<file path="src/rtl/neuron_mac.sv">
// Serial 4-term signed dot product with fixed-point rescale and 8-bit saturation.
// Optional build macro NEURON_MAC_RELU_EN clamps negative results to zero.
module neuron_mac #(
    parameter int DATA_W    = 8,
    parameter int FRAC_BITS = 4,
    parameter int ACC_W     = 2*DATA_W+2
) (
    input  logic                     clk,
    input  logic                     reset,
    input  logic                     start,
    input  logic signed [DATA_W-1:0] w0,
    input  logic signed [DATA_W-1:0] w1,
    input  logic signed [DATA_W-1:0] w2,
    input  logic signed [DATA_W-1:0] w3,
    input  logic signed [DATA_W-1:0] x0,
    input  logic signed [DATA_W-1:0] x1,
    input  logic signed [DATA_W-1:0] x2,
    input  logic signed [DATA_W-1:0] x3,
    output logic                     busy,
    output logic                     done,
    output logic signed [DATA_W-1:0] result
);

    // state | meaning
    // IDLE  | waiting for start, operands free to change
    // MAC   | accumulating term idx (0..3), one per cycle
    // DONE  | result valid, done pulse high for this single cycle
    typedef enum logic [1:0] {IDLE, MAC, DONE} state_t;

    localparam logic signed [ACC_W-1:0] SAT_MAX = ACC_W'((2**(DATA_W-1))-1);
    localparam logic signed [ACC_W-1:0] SAT_MIN = ACC_W'(-(2**(DATA_W-1)));

    state_t state, state_nxt;

    logic signed [DATA_W-1:0]   w_q [4];
    logic signed [DATA_W-1:0]   x_q [4];
    logic        [1:0]          idx;
    logic signed [ACC_W-1:0]    acc;

    logic signed [2*DATA_W-1:0] prod;
    logic signed [ACC_W-1:0]    prod_ext;
    logic signed [ACC_W-1:0]    sum;
    logic signed [ACC_W-1:0]    shifted;
    logic signed [DATA_W-1:0]   sat_val;
    logic signed [DATA_W-1:0]   out_val;

    always_ff @(posedge clk) begin
        if (reset) begin
            state <= IDLE;
        end else begin
            state <= state_nxt;
        end
    end

    always_comb begin
        state_nxt = state;
        case (state)
            IDLE:    if (start) state_nxt = MAC;
            MAC:     if (idx == 2'd3) state_nxt = DONE;
            DONE:    state_nxt = IDLE;
            default: state_nxt = IDLE;
        endcase
    end

    always_comb begin
        prod     = w_q[idx] * x_q[idx];
        prod_ext = ACC_W'(prod);
        sum      = acc + prod_ext;
        shifted  = sum >>> FRAC_BITS;
        if (shifted > SAT_MAX) begin
            sat_val = SAT_MAX[DATA_W-1:0];
        end else if (shifted < SAT_MIN) begin
            sat_val = SAT_MIN[DATA_W-1:0];
        end else begin
            sat_val = shifted[DATA_W-1:0];
        end
`ifdef NEURON_MAC_RELU_EN
        out_val = sat_val[DATA_W-1] ? '0 : sat_val;
`else
        out_val = sat_val;
`endif
    end

    always_ff @(posedge clk) begin
        if (reset) begin
            idx    <= '0;
            acc    <= '0;
            result <= '0;
            done   <= 1'b0;
            for (int i = 0; i < 4; i++) begin
                w_q[i] <= '0;
                x_q[i] <= '0;
            end
        end else begin
            done <= 1'b0;
            case (state)
                IDLE: begin
                    if (start) begin
                        w_q[0] <= w0;
                        w_q[1] <= w1;
                        w_q[2] <= w2;
                        w_q[3] <= w3;
                        x_q[0] <= x0;
                        x_q[1] <= x1;
                        x_q[2] <= x2;
                        x_q[3] <= x3;
                        acc    <= '0;
                        idx    <= '0;
                    end
                end
                MAC: begin
                    acc <= sum;
                    idx <= idx + 2'd1;
                    if (idx == 2'd3) begin
                        result <= out_val;
                        done   <= 1'b1;
                    end
                end
                default: ;
            endcase
        end
    end

    assign busy = (state != IDLE);

endmodule

</file>
<file path="config.mk">
export PLATFORM = sky130hd
export DESIGN_NAME = neuron_mac
export DESIGN_NICKNAME = d
export VERILOG_FILES = /design/src/rtl/neuron_mac.sv
export SDC_FILE = /design/constraint.sdc
export NUM_CORES = 1
export LEC_CHECK = 0
export ABC_AREA = 1
export BUFFER_PORTS_ARGS = -buffer_cell sky130_fd_sc_hd__buf_2
export CAP_MARGIN = 20
export CORE_MARGIN = 2
export CORE_UTILIZATION = 50
export CTS_BUF_LIST = sky130_fd_sc_hd__clkbuf_8
export DETAILED_ROUTE_END_ITERATION = 8
export PLACE_DENSITY = 0.67
export SLEW_MARGIN = 40
export SYNTH_ARGS = -nofsm -noshare
export SYNTH_HDL_FRONTEND = slang
export SYNTH_SLANG_ARGS = --single-unit
</file>
<file path="constraint.sdc">
create_clock -name clk -period 10.9 [get_ports clk]
set_input_delay 0.545 -clock clk [delete_from_list [all_inputs] [get_ports clk]]
set_output_delay 0.545 -clock clk [all_outputs]
set_load 0.05 [all_outputs]
</file>
# Word level (Yosys, flattened, before mapping)
# Memories as Yosys holds them, arrays and structs flattened. A register that Yosys moved wholly into a read port is not among the register bits.
# Index checks and enable logic that the tools add are counted.
dict set report word_totals {
  ff_bits 31
  latch_bits 0
  ram_bits 64
  romBits 0
  elab_cells 60
  memories 2
}
# memory words width read_ports rd_ports_with_merged_regs wr line
set mem_list {}
lappend mem_list {w_q 4 8 1 1 4 35} ;# logic signed [DATA_W-1:0] w_q [4];
lappend mem_list {x_q 4 8 1 1 4 36} ;# logic signed [DATA_W-1:0] x_q [4];
dict set report op_classes {
  addsub 2
  n_mul 1
  div_mod_pow 0
  n_lt_le_gt_ge 2
  n_eq_ne 4
  shifts 0
  mux 28
  bitwise_logic 9
  n_reduce_logical 7
}
# op n
set op_table {}
lappend op_table {{two-way mux 8 bit} 10}
lappend op_table {{one-hot mux 18 bit (2 select lines)} 1}
lappend op_table {{adder 18 x 16 -> 18 bit} 1}
lappend op_table {{two-way mux 18 bit} 1}
lappend op_table {{multiplier 8 x 8 -> 16 bit} 1}
lappend op_table {{greater-than comparator 14 x 8 -> 1 bit (second input constant)} 1}
lappend op_table {{less-than comparator 14 x 8 -> 1 bit (second input constant)} 1}
lappend op_table {{two-way mux 2 bit} 7}
lappend op_table {{OR 1 bit} 8}
lappend op_table {{one-hot mux 2 bit (2 select lines)} 2}
lappend op_table {{two-way mux 1 bit} 7}
lappend op_table {{AND reduction 2 bit} 3}
lappend op_table {{!= test 2 bit (second input constant)} 2}
lappend op_table {{nonzero test 2 bit} 2}
lappend op_table {{adder 2 x 1 -> 2 bit (second input constant)} 1}
lappend op_table {{== test 2 x 1 -> 1 bit (second input constant)} 1}
lappend op_table {{== test 2 bit (second input constant)} 1}
lappend op_table {{zero test 2 bit} 1}
lappend op_table {{OR reduction 2 bit} 1}
lappend op_table {{inverter 1 bit} 1}

# Longest topological paths before layout
# Gate-level depths: netlist (run 1).
dict set report depth {
  ltp_word 5
  depth_mapped 30
}

# Least setup slack after synthesis (run 1)
# No wires, ideal clock.
dict set report synth_path {
  path_type {reg2reg}
  from {register (tool-made name)}
  to {register result[0]}
  setup_ps 122
  t_arrival_ps 5901
  t_required_ps 10778
  setup_slack_ps 4877
  path_stages_with_launch 26
  n_path_buf 2
  period_less_slack_ps 6023
  path_cell_list {dfxtp_1 -> buf_2 -> inv_1 -> clkbuf_1 -> nand2_1 -> a32oi_1 -> inv_1 -> nor2_1 -> fa_1 -> fa_1 -> inv_1 -> fa_1 -> inv_1 -> fa_1 -> ha_1 -> ha_1 -> nand2_1 -> inv_1 -> a21oi_1 -> nand3_1 -> nand2_1 -> nand2_1 -> nor2_1 -> nand3_1 -> a21oi_4 -> a21oi_1}
}
# element line
set synth_lines {}
lappend synth_lines {{end signal, assigned} 115} ;# result <= out_val;
lappend synth_lines {{end, declared} 21} ;# output logic signed [DATA_W-1:0] result

==> flow_metrics.py, run 1 <==
metrics = {
    "floorplan": {
        "start_util_pct": 50.9,
        "dieArea_mm2": 0.0164,
        "core_area_mm2": 0.0151,
        "core.rowCount": 45,
        "io_pins": 77,
        "die_y_um": 128,
        "die_x_um": 128,
    },
    "drt": {
        "viasPerCell": 4.92,
        "vias": 5764,
        "drt_iter0_drc": 427,
        "drc": 0,
        "first_pass_iters": 5,
        "ant_nets": 0,
        "routed_wl_mm": 16.3,
        "routedWlPerCell_um": 13.9,
    },
    "critical_path": {
        "cp-end-kind": "flop",
        "cp.required_ps": 11170,
        "arrival_ps": 7050,
        "cp-start-kind": "flop",
        "r2r_end": "result[4]",
        "worst-r2r-cell-count": 26,
        "cp_max_fo": 33,
        "rrSetupSlack_ps": 4120,
        "critical_path_class": "reg2reg",
    },
    "timing": {
        "setup_ws_ps": 4120,
        "max_freq_ghz": 0.148,
        "relSlewSlack_pct": 45.8,
        "slew_viol_final": 0,
        "rsz0062_at_grt": "no",
        "worstMarginPinSlew_ps": 813,
        "setup_viol": 0,
        "finalCritPeriodShare_pct": 62.2,
        "final-hold-violation-count": 0,
        "clock-skew-final_ps": 11.9,
        "whs_ps": 453,
        "tns_ps": 0,
        "period_minus_slack_ps": 6780,
    },
    "global_routing": {
        "use_met3_pct": 3.42,
        "met1_usage_pct": 31.9,
        "globalRouteMet2Util_pct": 33.1,
        "busiest_layer": "met2",
        "grt.overflow.total": 0,
        "grt_max_degree": 65,
        "antenna_found_initial": 0,
        "grt_first_pass_wirelength_mm": 27.6,
        "grt_pass1_vias": 5699,
        "grt_usage_pct": 21.6,
    },
    "place": {
        "gp_congestion": 0.875,
        "dpl_worst_slack_ps": 3800,
        "dp_hpwl_mm": 13.1,
        "dp_cells": 1154,
        "io_buffers": 76,
    },
    "synth": {
        "syn_nets": 1099,
        "synth-simple-area-share_pct": 19.2,
        "synth_ff_type": "edfxtp_1",
        "post-synth-top-area-cell": "edfxtp_1",
        "ys_ff_latch": 97,
        "synth.top_cell.area_share_pct": 25.0,
        "yosysWarningCount": 0,
        "synthMuxAreaShare_pct": 0,
        "synth_common_cells": "inv_1, nand2_1, nor2_1",
        "syn_area_mm2": 0.00769,
        "synth_fa_ha_area_share_pct": 27.8,
        "synth_top_family_by_area": "adder cells",
        "async_flop_share_pct": 0,
        "avgSynthCellArea_um2": 8.46,
        "synth-seq-area-share_pct": 33.6,
        "synth_cell_type_count": 33,
        "synth_edf_count": 64,
        "yosys-top-cells-area": "edfxtp_1, fa_1, inv_1, nand2_1, dfxtp_1",
        "netlist_instances": 909,
        "yosys.cell_count.top_type": "inv_1",
        "synth_compound_area_share_pct": 6.41,
        "synth_xor_area_share_pct": 1.25,
    },
    "clock_tree": {
        "clockBufferDepth": 2,
        "post-cts-setup-buffer-count": 0,
        "path_clk_slew_ps": 110,
        "holdBufCountCts": 0,
        "root_buffer": "clkbuf_8",
        "cts_buffers": 9,
        "cts.repair.resized": 0,
        "cts_tree": "yes",
        "h-tree-depth": 3,
        "insertion_delay_ps": 380,
        "clock_sinks": 97,
    },
    "status": {
        "status": "completed",
    },
    "min_path": {
        "hold_class": "in2reg",
        "hold_end": "x_q[0][3]",
        "min-delay-start": "x0[3]",
        "whs_path_depth": 3,
    },
    "finish": {
        "nNetsFinal": 1169,
        "nFillCells": 1442,
        "multi_input_area_mm2": 0.00421,
        "n_antenna_cell": 0,
        "area_growth_pct": 9.96,
        "regArea_mm2": 0.00258,
        "drive_gt1_share_pct": 12.8,
        "final_cells": 1172,
    },
    "power": {
        "ir_worst_vdd_uv": 206,
        "leakage_nw": 4.39,
        "p_per_area_mw_per_mm2": 237,
        "total_power_mw": 2.01,
    },
    "flow_run": {
        "cap_viol_max_count": 0,
    },
}
## layout by cell type (no fill, tap or decap), types with 5 or more instances in the layout
| cell | n |
|---|---|
| inv_1 | 210 |
| nand2_1 | 188 |
| nor2_1 | 123 |
| fa_1 | 80 |
| buf_2 | 78 |
| edfxtp_1 | 64 |
| a21oi_1 | 54 |
| ha_1 | 43 |
| dfxtp_1 | 33 |
| nand3_1 | 18 |
| a32oi_1 | 15 |
| nand2_2 | 10 |
| clkbuf_8 | 9 |
| xnor2_1 | 7 |
| o21ai_0 | 7 |
| nand4_1 | 5 |
| buf_4 | 5 |
## cell families after synthesis
logic type | count (synthesis)
AO/OA/AOI/OAI | 81
XOR/XNOR | 11
adder cells (fa/ha/maj) | 123
buffers and inverters | 239
flip-flops | 97
AND/OR/NAND/NOR | 358
## report_power, final
| group | switching [mW] | internal, mW | total (mW) |
|---|---|---|---|
| Combinational | 0.853 | 0.475 | 1.33 |
| Sequential | 0.0204 | 0.430 | 0.450 |
| Clock | 0.140 | 0.0873 | 0.228 |
## layout make-up
type	count	area share (%)
Multi-Input combinational cell	573	49.8
Sequential cell	97	30.6
Inverter	215	9.58
Timing Repair Buffer	83	5.06
Tap cell	188	2.78
Clock buffer	9	1.47
Clock inverter	7	0.725
## critical path, stage by stage (launching register included)
cell	delay, ps
dfxtp_1	310
buf_4	230
inv_2	440
nand2_1	100
a32oi_1	430
inv_1	230
nor2_1	250
inv_1	140
fa_1	760
inv_1	100
fa_1	570
inv_1	80
fa_1	540
inv_1	60
fa_1	480
ha_1	320
ha_1	370
inv_2	50
nor3_1	280
nand2_1	70
or2_0	240
nand2_2	80
inv_1	50
nand2_2	70
nand2_4	60
a21oi_4	230
a21oi_1	100
## routing by layer
metal,wire length (µm),part of all wire (%),vias to the layer above
met4,229,1.4,0
met3,616,3.8,21
li1,-,-,2899
met1,8070,49,2722
met5,0,0,-
met2,7410,45,122
## registers in the layout (all words and copies together), names as in the netlist, named ones only
register / count
acc: 18
done: 1
idx: 2
result: 8
state: 2
w_q: 32
x_q: 32
## per-stage QoR
stage | area [µm²] | utilization, %
after floorplan | 7690 | -
after global placement | 8250 | 54.7
after detailed placement | 8260 | 54.7
after CTS | 8440 | 56.0
after global routing | 8450 | 56.0
final | 8450 | 56.0
## worst max path at each step
stage,start,to,slack (ps),depth (start not counted)
floorplan,flop,result[0],4880,25
global placement,flop,result[3],3770,23
detailed placement,flop,result[4],3800,26
CTS,flop,result[4],3770,26
global route,flop,result[6],3620,26
finish,flop,result[4],4120,26
(Power assumes the default switching activity.)
==> run 2, diff against run 1 <==
--- a/config.mk
+++ b/config.mk
@@ -12,7 +12,7 @@
 export CORE_UTILIZATION = 50
 export CTS_BUF_LIST = sky130_fd_sc_hd__clkbuf_8
 export DETAILED_ROUTE_END_ITERATION = 8
-export PLACE_DENSITY = 0.67
+export PLACE_DENSITY = 0.7
 export SLEW_MARGIN = 40
 export SYNTH_ARGS = -nofsm -noshare
 export SYNTH_HDL_FRONTEND = slang
==> constraint.sdc (replaced) <==
create_clock -name clk -period 5.5 [get_ports clk]
set_input_delay 0.275 -clock clk [delete_from_list [all_inputs] [get_ports clk]]
set_output_delay 0.275 -clock clk [all_outputs]
set_load 0.05 [all_outputs]
==> run 2 against run 1 <==
  * The flow now finishes with violations (setup timing)
  * Die area unchanged
  * Routed wire length grew 12%
  * Largest cell class unchanged
  * Via count increased by 9.5%
  * Maximum frequency up 23%
  * Non-clock buffer count up 100
  * Critical endpoint is now result[0]
  * Clock skew grew 4.8 ps
  * Global-route usage increased by 1.9 points
  * Critical path type unchanged
  * Clock power grew 99%
==> flow_metrics.py, run 2 (synthesis results as in run 1) <==
metrics = {
    "clock_tree": {
        "insertion_delay_ps": 380,
        "h-tree-depth": 3,
        "clock_sinks": 97,
        "cts_tree": "yes",
        "cts_buffers": 9,
        "path_clk_slew_ps": 110,
        "root_buffer": "clkbuf_8",
        "clockBufferDepth": 2,
    },
    "drt": {
        "routedWlPerCell_um": 14.4,
        "ant_nets": 0,
        "first_pass_iters": 4,
        "viasPerCell": 4.96,
        "drc": 0,
        "routed_wl_mm": 18.3,
        "vias": 6311,
        "drt_iter0_drc": 290,
    },
    "finish": {
        "area_growth_pct": 28.2,
        "n_antenna_cell": 0,
        "nFillCells": 1216,
        "stdcell_area_mm2": 0.00985,
        "final_cell_mix": "inv_1, nand2_1, nor2_1, buf_4, fa_1",
        "nNetsFinal": 1269,
        "final_common_cell": "inv_1",
        "reg_top3": "w_q x32, x_q x32, acc x18",
        "final_cells": 1272,
        "drive_gt1_share_pct": 28.4,
    },
    "power": {
        "total_power_mw": 5.60,
        "ir_worst_vdd_uv": 361,
        "pwr-share-comb_pct": 76.0,
        "internal-power_mw": 2.97,
        "leakage_nw": 4.95,
        "pwr-share-clk_pct": 8.1,
        "p_switching_mw": 2.63,
        "p_per_area_mw_per_mm2": 569,
        "switching_share_pct": 46.9,
        "pwr-share-seq_pct": 15.9,
    },
    "place": {
        "dp_hpwl_mm": 13.9,
        "io_buffers": 76,
        "dp_cells": 1244,
        "place_area_mm2": 0.00903,
        "dpl_worst_slack_ps": -137,
        "gp_congestion": 0.929,
    },
    "flow_run": {
        "cap_viol_max_count": 0,
    },
    "critical_path": {
        "arrival_ps": 5780,
        "cp-start-kind": "flop",
        "cp_max_fo": 8,
        "crit_cells": 27,
        "critical_path_class": "reg2reg",
        "crit_top_cell": "fa_1",
        "r2r_end": "result[0]",
        "path_buf_inv": 9,
        "slowest_delay_ps": 510,
        "timing.critical_path.to": "result[0]",
        "cp.required_ps": 5760,
        "cp-end-kind": "flop",
        "critPathTopFamily": "adder cells",
        "rrSetupSlack_ps": -20,
        "worst-r2r-cell-count": 27,
        "crit_slowest_cell": "fa_1",
    },
    "timing": {
        "rsz0062_at_grt": "yes",
        "slew_viol_final": 0,
        "max_freq_ghz": 0.181,
        "clock-skew-final_ps": 16.6,
        "finalCritPeriodShare_pct": 100,
        "worstMarginPinSlew_ps": 782,
        "setup_viol": 7,
        "final-hold-violation-count": 0,
        "relSlewSlack_pct": 47.9,
        "setup_ws_ps": -21.2,
        "period_minus_slack_ps": 5520,
    },
    "global_routing": {
        "grt_usage_pct": 23.5,
        "use_met3_pct": 3.67,
        "busiest_layer": "met2",
        "grt_pass1_vias": 6302,
        "met1_usage_pct": 32.8,
        "globalRouteMet2Util_pct": 38.8,
        "grt.overflow.total": 0,
        "antenna_found_initial": 0,
        "grt_max_degree": 65,
        "grt_first_pass_wirelength_mm": 30.0,
    },
    "floorplan": {
        "die_x_um": 128,
        "die_y_um": 128,
        "io_pins": 77,
        "core.rowCount": 45,
        "core_area_mm2": 0.0151,
        "start_util_pct": 50.9,
        "dieArea_mm2": 0.0164,
    },
    "status": {
        "status": "finished with violations",
        "violations": "setup timing",
    },
    "min_path": {
        "hold_class": "in2reg",
    },
}
[run 2: area by class of cell]
cell class / count / area [µm²] / share of cell area (%)
Clock buffer: 9 / 124 / 1.26
Clock inverter: 7 / 62.6 / 0.635
Inverter: 215 / 822 / 8.34
Multi-Input combinational cell: 573 / 4740 / 48.1
Sequential cell: 97 / 2590 / 26.3
Tap cell: 188 / 235 / 2.39
Timing Repair Buffer: 183 / 1280 / 13.0
[run 2: how the worst min path moves through the flow]
stage,startpoint,end,slack (ps),cells after the start
2_1_floorplan,acc[6],acc[6],440,2
3_3_place_gp,acc[4],acc[4],450,2
3_5_place_dp,acc[6],acc[6],450,2
4_1_cts,w1[6],w_q[1][6],170,3
5_1_grt,x1[0],x_q[1][0],180,3
6_report,w1[6],w_q[1][6],190,3
[run 2: power by group through the flow]
stage / Clock [mW] / Sequential [mW] / Combinational (mW)
6_report: 0.453 / 0.891 / 4.26
5_1_grt: 0.491 / 0.899 / 4.67
4_1_cts: 0.464 / 0.891 / 3.75
3_5_place_dp: 0 / 0.907 / 3.31
3_3_place_gp: 0 / 0.906 / 3.28
2_1_floorplan: 0 / 0.896 / 2.04
[run 2: metal layers]
metal  wire, µm  vias to the layer above  part of all wire (%)
met3        998                       23                   5.5
met4        266                        0                   1.5
met2       8840                      165                    48
li1           -                     3100                     -
met5          0                        -                     0
met1       8150                     3023                    45
[run 2: worst register-to-register path: stages (launching register included)]
cell,delay (ps)
dfxtp_4,380
inv_4,70
buf_8,120
buf_6,110
nand2_4,40
a32oi_4,250
buf_6,160
nand2_1,70
fa_1,480
inv_1,60
fa_1,510
inv_1,50
fa_1,480
inv_1,60
fa_1,480
ha_1,320
ha_1,340
buf_4,180
nand2_2,90
nor3_4,210
nor2_4,50
or2_1,240
nand2_2,110
inv_2,40
nand2_2,70
nand2_4,70
a21oi_4,290
a21oi_2,90
[run 2: timing repair]
item,in CTS,in global routing
pin swaps,14,49
setup buffers,7,5
hold buffers,0,0
setup endpoints to repair,9,12
resized for setup,37,74
[run 2: through the flow]
step,hold slack [ps],setup TNS (ps),util (%)
4_1_cts,172,0,62.9
6_report,189,-93.5,65.3
3_5_place_dp,454,-954,59.8
2_1_floorplan,441,0,-
5_1_grt,178,-1800,65.3
3_3_place_gp,449,-274,59.8
